===== src/rtl/hr_clk.sv =====
// 24-hour time-of-day counter (hours:minutes:seconds, binary) advanced by a
// one-second tick derived from clk through an internal prescaler.
module hr_clk #(
  parameter int TICKS_PER_SEC = 1,
  parameter int PRESCALE_W    = 32
) (
  input  logic       clk,
  input  logic       reset,
  output logic [5:0] seconds,
  output logic [5:0] minutes,
  output logic [4:0] hours
);

  localparam logic [PRESCALE_W-1:0] PRE_MAX = PRESCALE_W'(TICKS_PER_SEC - 1);

  logic [PRESCALE_W-1:0] prescale;
  logic                  tick;
  logic                  sec_wrap;
  logic                  min_wrap;
  logic                  hr_wrap;

  // With TICKS_PER_SEC=1, PRE_MAX is 0, so prescale never leaves 0 and every edge ticks.
  assign tick     = (prescale == PRE_MAX);
  assign sec_wrap = (seconds == 6'd59);
  assign min_wrap = (minutes == 6'd59);
  assign hr_wrap  = (hours == 5'd23);

  // Prescaler stage: divides clk down to the one-second tick.
  always_ff @(posedge clk or negedge reset) begin
    if (!reset) begin
      prescale <= '0;
    end else if (tick) begin
      prescale <= '0;
    end else begin
      prescale <= prescale + PRESCALE_W'(1);
    end
  end

  // Time-of-day stage: carries are decoded from current values so a full
  // 23:59:59 rollover lands on a single tick edge.
  always_ff @(posedge clk or negedge reset) begin
    if (!reset) begin
      seconds <= '0;
      minutes <= '0;
      hours   <= '0;
    end else if (tick) begin
      seconds <= sec_wrap ? 6'd0 : seconds + 6'd1;
      if (sec_wrap) begin
        minutes <= min_wrap ? 6'd0 : minutes + 6'd1;
        if (min_wrap) begin
          hours <= hr_wrap ? 5'd0 : hours + 5'd1;
        end
      end
    end
  end

endmodule


===== config.mk =====
export PLATFORM = sky130hd
export DESIGN_NAME = hr_clk
export DESIGN_NICKNAME = d
export VERILOG_FILES = /design/src/rtl/hr_clk.sv
export SDC_FILE = /design/constraint.sdc
export NUM_CORES = 1
export LEC_CHECK = 0
export BUFFER_PORTS_ARGS = -buffer_cell sky130_fd_sc_hd__buf_2
export CAP_MARGIN = 5
export CORE_ASPECT_RATIO = 1.1
export CORE_MARGIN = 2
export CORE_UTILIZATION = 59
export CTS_BUF_LIST = sky130_fd_sc_hd__clkbuf_16
export CTS_CLUSTER_SIZE = 28
export DETAILED_ROUTE_END_ITERATION = 10
export GPL_ROUTABILITY_DRIVEN = 0
export PLACE_DENSITY = 0.79
export SKIP_CTS_REPAIR_TIMING = 1
export SYNTH_ARGS = -nofsm -noshare
export SYNTH_HDL_FRONTEND = slang
export SYNTH_SLANG_ARGS = --single-unit

===== constraint.sdc =====
create_clock -name clk -period 2.45 [get_ports clk]
set_input_delay 0.735 -clock clk [delete_from_list [all_inputs] [get_ports clk]]
set_output_delay 0.735 -clock clk [all_outputs]
set_load 0.02 [all_outputs]

# Word-level counts from Yosys, hierarchy flattened
# Index checks and enable logic that the tools add are counted.
[op_classes]
muxes = 4
n_eq_ne = 3
n_reduce_logical = 3
addsub = 4
[op_table]
columns = ["operator", "count"]
rows = [
  ["$add 32x1->32 const B", 1],
  ["$logic_not 32->1", 1],
  ["$mux 32", 1],
  ["$add 6x1->6 const B", 2],
  ["$eq 6x6->1 const B", 2],
  ["$mux 6", 2],
  ["$add 5x1->5 const B", 1],
  ["$eq 5x5->1 const B", 1],
  ["$mux 5", 1],
  ["$reduce_and 3->1", 1],
  ["$reduce_and 2->1", 1],
]
[word_totals]
regBits = 49
inputBits = 2
out_inout_bits = 17

# Longest topological paths before layout
# Gate-level depths: netlist (run 1).
[logic_depth]
ltp_word = 2
mapped_depth = 8
depth_no_buf = 7

# Worst setup path after synthesis (run 1)
# No wires, ideal clock.
[synth_path]
path_type = "register -> register"
startpoint = "register seconds[0]"
endpoint = "register hours[4]"
setup_slack_ns = 0.504
t_arrival_ns = 1.818
setup_time_ns = 0.128
period_less_slack_ns = 1.946
path_buffers = 0
t_required_ns = 2.322
path_stages_with_launch = 7
cell_sequence = "dfrtp_1 ha_1 nand4_1 nor2_1 and2_1 nand4_1 mux2_1"
[synth_between]
elab_chain_len = 2
[synth_lines]
columns = ["element", "line", "source"]
rows = [
  ["start: declaration", "9", "output logic [5:0] seconds,"],
  ["start signal: assignment", "47", "seconds <= sec_wrap ? 6'd0 : seconds + 6'd1;"],
  ["$eq 6x6->1", "24", "assign sec_wrap = (seconds == 6'd59);"],
  ["$reduce_and 3->1 (no source line)", "-", ""],
  ["end signal: assignment", "51", "hours <= hr_wrap ? 5'd0 : hours + 5'd1;"],
  ["end: declaration", "11", "output logic [4:0] hours"],
]
# Every way passes these cells.
# A chain may end at the register's enable or synchronous reset.

# Final worst setup path (run 1)
[layout_path]
startpoint = "register prescale[0]"
endpoint = "register minutes[0]"
[layout_between]
elab_chain_len = 2
[layout_lines]
columns = ["element", "line", "source"]
rows = [
  ["start: declaration", "16", "logic [PRESCALE_W-1:0] prescale;"],
  ["start signal: assignment", "35", "prescale <= prescale + PRESCALE_W'(1);"],
  ["$logic_not 32->1", "23", "assign tick = (prescale == PRE_MAX);"],
  ["$reduce_and 2->1 (no source line)", "-", ""],
  ["end signal: assignment", "49", "minutes <= min_wrap ? 6'd0 : minutes + 6'd1;"],
  ["end: declaration", "10", "output logic [5:0] minutes,"],
]
# Every way passes these cells.

==> results of run 1 <==
[worst max-delay path, stage by stage, from the launching register on]
cell	delay, ns
dfrtp_1	0.42
inv_1	0.07
ha_1	0.13
nor4b_1	0.21
nand4_1	0.16
nor3_2	0.17
buf_4	0.20
nand2_1	0.16
mux2_2	0.31
[flip-flops by register name (all words and copies together), names as in the netlist]
signal and count:
prescale 32, minutes 6, seconds 6, hours 5
[through the flow]
stage / instances / area [sq um] / power (uW) / util / setup WS, ns
after floorplan: 219 / 2370 / 824 / - / 0.504
after global routing: 298 / 2690 / 1500 / 0.688 / 0.359
after detailed placement: 291 / 2550 / 844 / 0.654 / 0.498
after global placement: 291 / 2550 / 844 / 0.654 / 0.522
final: 298 / 2690 / 1450 / 0.688 / 0.506
after CTS: 298 / 2690 / 1460 / 0.688 / 0.491
[cell families (layout without fill, tap and decap cells)]
family,after synthesis,count (layout),synth area share
compound gates,19,19,0.0507
xor+xnor,31,31,0.115
fa+ha+maj,5,5,0.0264
buf+inv,9,36,0.0179
flops,49,49,0.517
mux,9,9,0.0433
simple gates,97,97,0.230
[power by group through the flow]
stage	Sequential (uW)	Clock (uW)	Combinational [uW]
floorplan	824	0	0.000468
global placement	824	0	20.3
detailed placement	824	0	20.2
CTS	809	635	20.3
global route	809	673	22.9
finish	809	623	19.0
[cell usage in the layout (no fill, tap or decap), drive strengths merged, types with 2 or more instances in the layout]
cell type,instances
mux2,7
xnor2,23
and4,2
nor3,3
dfrtp,49
mux2i,2
buf,23
and2,2
ha,5
nand4,13
inv,7
clkbuf,5
nand3,17
a31oi,2
o21ai,10
nor2,14
nand2,20
nand4b,3
nor4,10
o31ai,2
and3,8
xor2,8
[worst max-delay path by stage]
stage	cells after the start	slack (ns)	startpoint	endpoint
after floorplan	6	0.50	seconds[0]	hours[4]
after global routing	8	0.36	prescale[0]	minutes[1]
after CTS	8	0.49	prescale[0]	minutes[0]
final	8	0.51	prescale[0]	minutes[0]
after detailed placement	8	0.50	prescale[0]	minutes[0]
after global placement	7	0.52	prescale[0]	seconds[5]
[routing by layer]
metal	global-route usage	up-vias	wire, um
met4	0.0851	0	75
met3	0.0499	7	151
met1	0.276	852	1920
met5	0	-	0
li1	-	843	-
met2	0.359	34	2140
[cell type report]
cell class / instances / area [sq um]
clock buffers: 5 / 125
inverters: 6 / 22.5
multi-input cells: 161 / 1100
clock inverters: 2 / 7.51
fillers: 300 / 1220
well taps: 52 / 65.1
flip-flops and latches: 49 / 1230
repair buffers: 23 / 140
==> impl_results.md, run 1 <==
* Skew-Pair Late Insertion Delay at between 0.2 and 0.3 ns
* Rows at 24
* Setup TNS at 0 ns
* Main flop type after synthesis: dfrtp_1
* DR DRC count at 0
* Final hold violation count at 0
* Count leader, synth: dfrtp_1
* Top cell type's share of synthesized area at 0.517
* Cell area after synthesis at between 0.002 and 0.0025 sq mm
* DRT Pass-1 Iters at 4
* CTS sink cnt at around 50
* Cells after synthesis at between 200 and 250
* Final worst-path cycle share at 0.793
* Gate power share at 0.013
* Flop pwr share at 0.557
* Hold Path Class: input pin to asynchronous set/reset pin
* Via-to-Cell Ratio at between 5 and 6
* DPL Wire Length at slightly above 3 mm
* Number of port buffers at 18
* Critical Path Source Type: register
* Unrepaired setup endpoints after global routing: false
* Clock Skews at about 0.004 ns
* Syn. warnings at 0
* Leakage power at 0.00131 uW
* Crit Path Max Fanout at 9
* Area Growth Syn to Fin at 13.4%
* Die area at around 0.0045 sq mm
* Post-synth net total at around 230
* DR vias at between 1500 and 2000
* Antenna cells at 0
* Mean post-synth cell area at between 10 and 15 sq um
* Reg2reg setup slack at just over 0.5 ns
* Total CTS buffers at 5
* Pwr/cell area at around 540 mW/mm^2
* Top post-synthesis cells by area: dfrtp_1 52%, xnor2_1 8.5%, nand4_1 3.4%
* Int Pwr at 1180 uW
* Status: complete, no violations
* Sequential fraction of the synthesis area at 0.517
* Worst reg2reg startpoint: prescale[0]
* Clk slew on worst S/H paths at roughly 0.060 ns
* Clock share of power at 0.429
* Ports at 19
* Worst EP required at between 2 and 3 ns
* Max_slew headroom at 0.661
* Worst vdd rail ir drop at 0.000332 V
* Share of cells above drive strength 1 at 0.154
* First-pass GRT wire length at approximately 7.6 mm
* Sw frac at 0.189
* H-tree Lvls at 2
* Initial core utilization at 0.607
* Vias in the first global route at about 1700
* Worst reg2reg endpoint: minutes[0]
* Max frequency at just over 500 MHz
* Kind of critical path: register to register
* Post-synthesis sequential element count at a little under 50
* Synth area leader: dfrtp_1
* GRT Util Overall at 0.217
* Async S/R FF share, synth at 1.00
* Average wire per standard cell at approximately 14 um
* P_sw at roughly 270 uW
* Crit. End Element: register
* Starting DRT DRC Count at 87
* Top post-synthesis cells by count: 49 x dfrtp_1, 23 x xnor2_1, 20 x nand2_1, 16 x nand3_1, 14 x nor2_1
* Netlist cell types at 39
* Die width at about 64 um
* Fin Hold WS at roughly 0.42 ns
* CTS tree: yes
* Worst reg-to-reg path cell count at 8
* Post-Route WL at between 4 and 5 mm
* Antenna violations before repair at 0
* Core area at between 0.003 and 0.004 sq mm
* Grt total ovfl at 0
* Max Slew Vio Count at 0
* Die height at 70.5 um
* Final setup vio count at 0
* CTS root buf: clkbuf_16
* Min Tclk post-route at between 1.5 and 2 ns
* Clock buffer depth at 2
* Final ANT Viol Nets at 0
* Nets at between 200 and 300
* Post-synth EDFFs at 0
* Critical Path AT at 2.11 ns
* Largest net degree at the start of global routing at 29
* Worst slew pin tran at between 0.5 and 0.6 ns
* Max Cap Viol at 0
Note: power is estimated with default switching activity, not from simulation.
==> run 2, diff against run 1 <==
Settings changed: CORE_UTILIZATION 59 to 53, PLACE_DENSITY 0.79 to 0.75.
Clock period 2.45 ns to 1.7 ns, I/O delays scaled along.
==> run 2 against run 1 <==
Net effect: the flow now finishes with violations (setup timing); via count increased by 11%; largest power group unchanged; sequential share of layout area is 7.1 points lower; largest cell class unchanged; critical path type unchanged; sequential cell count stayed put.
==> impl_results.md, run 2 (same netlist as run 1, synthesis figures left out) <==
* Largest net degree at the start of global routing at 50 (+72%)
* Number of port buffers at 18 (unchanged)
* Worst reg2reg endpoint: minutes[4]
* Antenna violations before repair at 0 (unchanged)
* Reg2reg setup slack at -0.23 ns (-0.74 ns)
* Critical Path AT at 2.10 ns (about the same)
* Cell repeated most along the worst path: buf_4
* CTS tree: yes
* Register area at 0.00123 sq mm (+0.41%)
* Area Growth Syn to Fin at 35.0%
* Hold Path Class: input pin to asynchronous set/reset pin
* Commonest non-fill, non-tap cells in the layout: 51 x buf_4, 45 x dfrtp_1, 23 x xnor2_1
* Antenna cells at 0 (unchanged)
* Flop pwr share at 0.509 (-0.048)
* DR vias at 1924 (+11%)
* Final worst slack at -0.232 ns (-0.738 ns)
* Final ANT Viol Nets at 0 (unchanged)
* Skew-Pair Late Insertion Delay at 0.29 ns (about the same)
* Starting DRT DRC Count at 118 (+36%)
* Worst reg2reg startpoint: prescale[8]
* Pwr/cell area at 716 mW/mm^2 (+32%)
* Core area at 0.00429 sq mm (+9.8%)
* Min Tclk post-route at 1.93 ns (-0.0123 ns)
* Max Slew Vio Count at 0 (unchanged)
* Max frequency at 518 MHz (+0.64%)
* Rows at 25 (+4.2%)
* Clock Skews at 0.00533 ns (+0.00144 ns)
* Share of cells above drive strength 1 at 0.373 (+0.218)
* Worst path cell trace: nor4_2, buf_4, nand4_1, or3_4, buf_4, o21ai_2, o21ai_1
* Status: complete, but fails checks
* Clock share of power at 0.479 (+0.050)
* Max FFs per register at 32 (unchanged)
* Worst reg-to-reg path cell count at 7 (-1)
* Via-to-Cell Ratio at 5.51 (-5.4%)
* Worst EP required at 1.87 ns (-0.75 ns)
* Largest Register: prescale
* DRT Pass-1 Iters at 4 (unchanged)
* Post-Route WL at 5.24 mm (+22%)
* Ports at 19 (unchanged)
* CTS root buf: clkbuf_16
* Average wire per standard cell at 15.0 um (+4.4%)
* Critical Path Source Type: register
* DPL Wire Length at 3.51 mm (+13%)
* CTS sink cnt at 49 (unchanged)
* Final setup vio count at 17 (+17)
* Crit. End Element: register
* H-tree Lvls at 2 (unchanged)
* # fillers at 304 (+1.3%)
* Die width at 67.8 um (+5.2%)
* Max stage delay on crit path at 0.43 ns (about the same)
* P_sw at 432 uW (+58%)
* Initial core utilization at 0.553 (-0.0541)
* Max_slew headroom at 0.772 (+0.111)
* Worst slew pin tran at 0.339 ns (-0.170 ns)
* Multi-input logic area at 0.00121 sq mm (+9.9%)
* Total CTS buffers at 5 (unchanged)
* Clk slew on worst S/H paths at 0.07 ns (about the same)
* First-pass GRT wire length at 8.12 mm (+6.8%)
* Vias in the first global route at 1827 (+5.4%)
* Dpl ws at -0.226 ns (-0.723 ns)
* Final worst-path cycle share at 1.14 (+0.343)
* DR DRC count at 0 (unchanged)
* Slowest CP cell: or3_4
* Clock buffer depth at 2 (unchanged)
* Max Cap Viol at 0 (unchanged)
* Int Pwr at 1860 uW (+58%)
* GRT Util Overall at 0.218 (+0.000808)
* Die height at 74.1 um (+5.2%)
* Leakage power at 0.00158 uW (+20%)
* Die area at 0.00502 sq mm (+11%)
* Sw frac at 0.189 (about the same)
* Grt total ovfl at 0 (unchanged)
* Nets at 301 (+19%)
* Most common cell after layout, fill and taps aside: buf_4
* Failing checks: setup timing
* Final hold violation count at 0 (unchanged)
* Top Registers: prescale: 32 flops, minutes: 6 flops, seconds: 6 flops
* Gate power share at 0.012 (about the same)
* Worst vdd rail ir drop at 0.000460 V (+39%)
* Unrepaired setup endpoints after global routing: true
* Crit Path Max Fanout at 7 (-2)
* Kind of critical path: register to register
* Setup TNS at -2.42 ns (-2.42 ns)
## run 2: how the worst max path moves through the flow
stage / start / end / slack (ns) / depth (start not counted)
2_1_floorplan: prescale[0] / seconds[2] / -0.05 / 8
3_3_place_gp: prescale[8] / seconds[5] / -0.11 / 6
3_5_place_dp: prescale[8] / seconds[5] / -0.23 / 6
4_1_cts: prescale[8] / seconds[5] / -0.28 / 6
5_1_grt: prescale[8] / hours[4] / -0.34 / 7
6_report: prescale[8] / minutes[4] / -0.23 / 7
## run 2: cell type report
cell class	count	area share
Sequential cell	49	0.385
Clock inverter	3	0.0121
Inverter	6	0.00704
Tap cell	54	0.0211
Timing Repair Buffer	71	0.158
Clock buffer	5	0.0391
Multi-Input combinational cell	161	0.378
## run 2: stage by stage
step	util	power (uW)	instances	cell area (sq um)	hold WS, ns
after global placement	0.682	1220	337	2920	0.473
after global routing	0.747	2360	349	3200	0.221
final	0.747	2290	349	3200	0.204
after CTS	0.721	2310	345	3090	0.210
after floorplan	-	1190	219	2410	0.214
after detailed placement	0.682	1220	337	2920	0.486
## run 2: power by group through the flow
stage	clock network (uW)	registers, uW	logic [uW]
CTS	1110	1170	29.9
finish	1100	1170	28.0
global placement	0	1190	29.7
floorplan	0	1190	0.000472
detailed placement	0	1190	29.9
global route	1160	1160	33.4
## run 2: per-layer routing
layer / global-route usage / part of all wire / vias to the layer above
met5: 0 / 0 / -
met2: 0.373 / 0.54 / 37
li1: - / - / 941
met4: 0.0952 / 0.014 / 0
met1: 0.268 / 0.42 / 940
met3: 0.0408 / 0.029 / 6
## run 2: critical path: cells and delay by family (launching register included)
| family | cells | cell delay [ns] |
|---|---|---|
| flops | 1 | 0.39 |
| simple gates | 3 | 0.87 |
| buf+inv | 2 | 0.33 |
| compound gates | 2 | 0.21 |
==> run 3, diff against run 2 <==
Clock period 1.7 ns to 1.65 ns, I/O delays scaled along.
==> run 3 against run 2 <==
Net effect: the flow still finishes with violations (setup timing); core utilization grew 3.2 points; count of clock-buffer cells in the layout is the same; register-to-register slack worse by 0.09 ns; setup slack got worse by 0.090 ns; hold slack worse by 0.016 ns; critical path depth fell by 1; sequential cell count did not move; global-route usage down 0.45 points; wire length up 3.1%; clock power shrank 12%; final cell count up 0.86%; largest power group unchanged; highest routed layer unchanged.
==> impl_results.md, run 3 (same netlist as run 1, synthesis figures left out) <==
* Status: complete, but fails checks
* Failing checks: setup timing
* Leakage power at 0.00164 uW (+3.9%)
* Commonest non-fill, non-tap cells in the layout: 48 x buf_4, 45 x dfrtp_1, 23 x xnor2_1
* Final worst-path cycle share at 1.20 (+0.0589)
* CTS tree: yes
* GRT Util Overall at 0.214 (-0.00445)
* H-tree Lvls at 2 (unchanged)
* Top Registers: prescale: 32 flops, minutes: 6 flops, seconds: 6 flops
* Unrepaired setup endpoints after global routing: true
* Post-Route WL at 5.40 mm (+3.1%)
* Worst slew pin tran at 0.372 ns (+0.0329 ns)
* Max frequency at 507 MHz (-2.0%)
* Skew-Pair Late Insertion Delay at 0.29 ns (about the same)
* Core area at 0.00429 sq mm (unchanged)
* Die height at 74.1 um (unchanged)
* Family with the most delay on the worst path: simple AND/OR/NAND/NOR gates
* Cell Count, Final, Fillers Out at 352 (+0.86%)
* Ports at 19 (unchanged)
* Max stage delay on crit path at 0.41 ns (-0.02 ns)
* DR DRC count at 0 (unchanged)
* Die area at 0.00502 sq mm (unchanged)
* Critical Path AT at 2.14 ns (+0.04 ns)
* DR vias at 1957 (+1.7%)
* Grt total ovfl at 0 (unchanged)
* Max FFs per register at 32 (unchanged)
* Final setup vio count at 27 (+10)
* Setup TNS at -4.84 ns (-2.43 ns)
* Final ANT Viol Nets at 0 (unchanged)
* Rows at 25 (unchanged)
* Pwr/cell area at 659 mW/mm^2 (-7.9%)
* Worst path depth at 6 (-1)
* Largest net degree at the start of global routing at 50 (unchanged)
* Total CTS buffers at 5 (unchanged)
* Final hold violation count at 0 (unchanged)
* Min Tclk post-route at 1.97 ns (+0.0404 ns)
* Worst vdd rail ir drop at 0.000712 V (+55%)
* Utilization after layout at 0.778 (+0.0315)
* Clock buffer depth at 2 (unchanged)
* Cell repeated most along the worst path: nand4_1
* Clk slew on worst S/H paths at 0.06 ns (about the same)
* Most common cell after layout, fill and taps aside: buf_4
* Starting DRT DRC Count at 165 (+40%)
* CTS sink cnt at 49 (unchanged)
* Kind of critical path: register to register
* Max_slew headroom at 0.750 (-0.0222)
* Crit. End Element: register
* Die width at 67.8 um (unchanged)
* Final worst slack at -0.322 ns (-0.0904 ns)
* Clock Skews at 0.00404 ns (-0.00129 ns)
* Share of cells above drive strength 1 at 0.423 (+0.0499)
* Area Growth Syn to Fin at 40.7%
* # fillers at 281 (-7.6%)
* Hold Path Class: input pin to asynchronous set/reset pin
* DPL Wire Length at 3.53 mm (+0.70%)
* Max Slew Vio Count at 0 (unchanged)
* First-pass GRT wire length at 8.09 mm (-0.43%)
* Number of port buffers at 18 (unchanged)
* Fin area at 0.00333 sq mm (+4.2%)
* Initial core utilization at 0.553 (unchanged)
* Worst reg-to-reg path cell count at 6 (-1)
* Placed Cells at 338 (+0.30%)
* Vias in the first global route at 1854 (+1.5%)
* Critical Path Source Type: register
* Average wire per standard cell at 15.4 um (+2.2%)
* Via-to-Cell Ratio at 5.56 (+0.85%)
* Max Cap Viol at 0 (unchanged)
* Area after DPL at 0.00293 sq mm (+0.26%)
* Worst EP required at 1.82 ns (-0.05 ns)
* Worst path cell trace: nor4_1, nand4_1, nor3_2, buf_4, nand4_1, mux2_1
* DRT Pass-1 Iters at 4 (unchanged)
* Antenna violations before repair at 0 (unchanged)
* Antenna cells at 0 (unchanged)
* Total power at 2200 uW (-4.0%)
* Nets at 304 (+1.0%)
* WP buf/inv at 1 (-1)
* CTS root buf: clkbuf_16
* Largest Register: prescale
* Crit Path Max Fanout at 4 (-3)
* Slowest CP cell: dfrtp_1
[run 3: cell types whose count changed in the layout (fill, tap and decap cells not counted), moves of 3 or more]
cell / before / now
buf_6: 1 / 7
nand2_1: 19 / 15
and3_1: 8 / 5
and3_4: 0 / 3
buf_4: 51 / 48
[run 3: final timing paths]
kind,startpoint,end,slack [ns]
setup reg to reg,prescale[9],hours[4],-0.32
min in group clk,prescale[29],prescale[29],0.50
hold / removal,reset,seconds[2],0.19
hold reg to reg,prescale[29],prescale[29],0.50
setup / recovery,prescale[9],hours[4],-0.32
max in group asynchronous,reset,seconds[1],1.23
[run 3: routing by layer]
| layer | up-vias | GRT usage | routed length (um) |
|---|---|---|---|
| met4 | 0 | 0.0816 | 102 |
| met5 | - | 0 | 0 |
| met1 | 971 | 0.268 | 2250 |
| li1 | 941 | - | - |
| met3 | 9 | 0.0530 | 176 |
| met2 | 36 | 0.355 | 2880 |
[run 3: report_power, final]
part           internal (uW)  switching (uW)
Combinational           5.87            23.0
Sequential              1200               0
Clock                    548             418
Total                   1760             441
[run 3: final cells by class]
type | instances | area, sq um | share of cell area
multi-input cells | 161 | 1330 | 0.398
flip-flops and latches | 49 | 1230 | 0.369
repair buffers | 74 | 549 | 0.165
clock buffers | 5 | 125 | 0.0375
well taps | 54 | 67.6 | 0.0203
inverters | 6 | 22.5 | 0.00675
clock inverters | 3 | 12.5 | 0.00375
[run 3: stage by stage]
step / hold WS, ns / setup slack [ns]
after floorplan: 0.199 / -0.101
after global placement: 0.473 / -0.173
after detailed placement: 0.472 / -0.180
after CTS: 0.205 / -0.191
after global routing: 0.203 / -0.346
final: 0.188 / -0.322
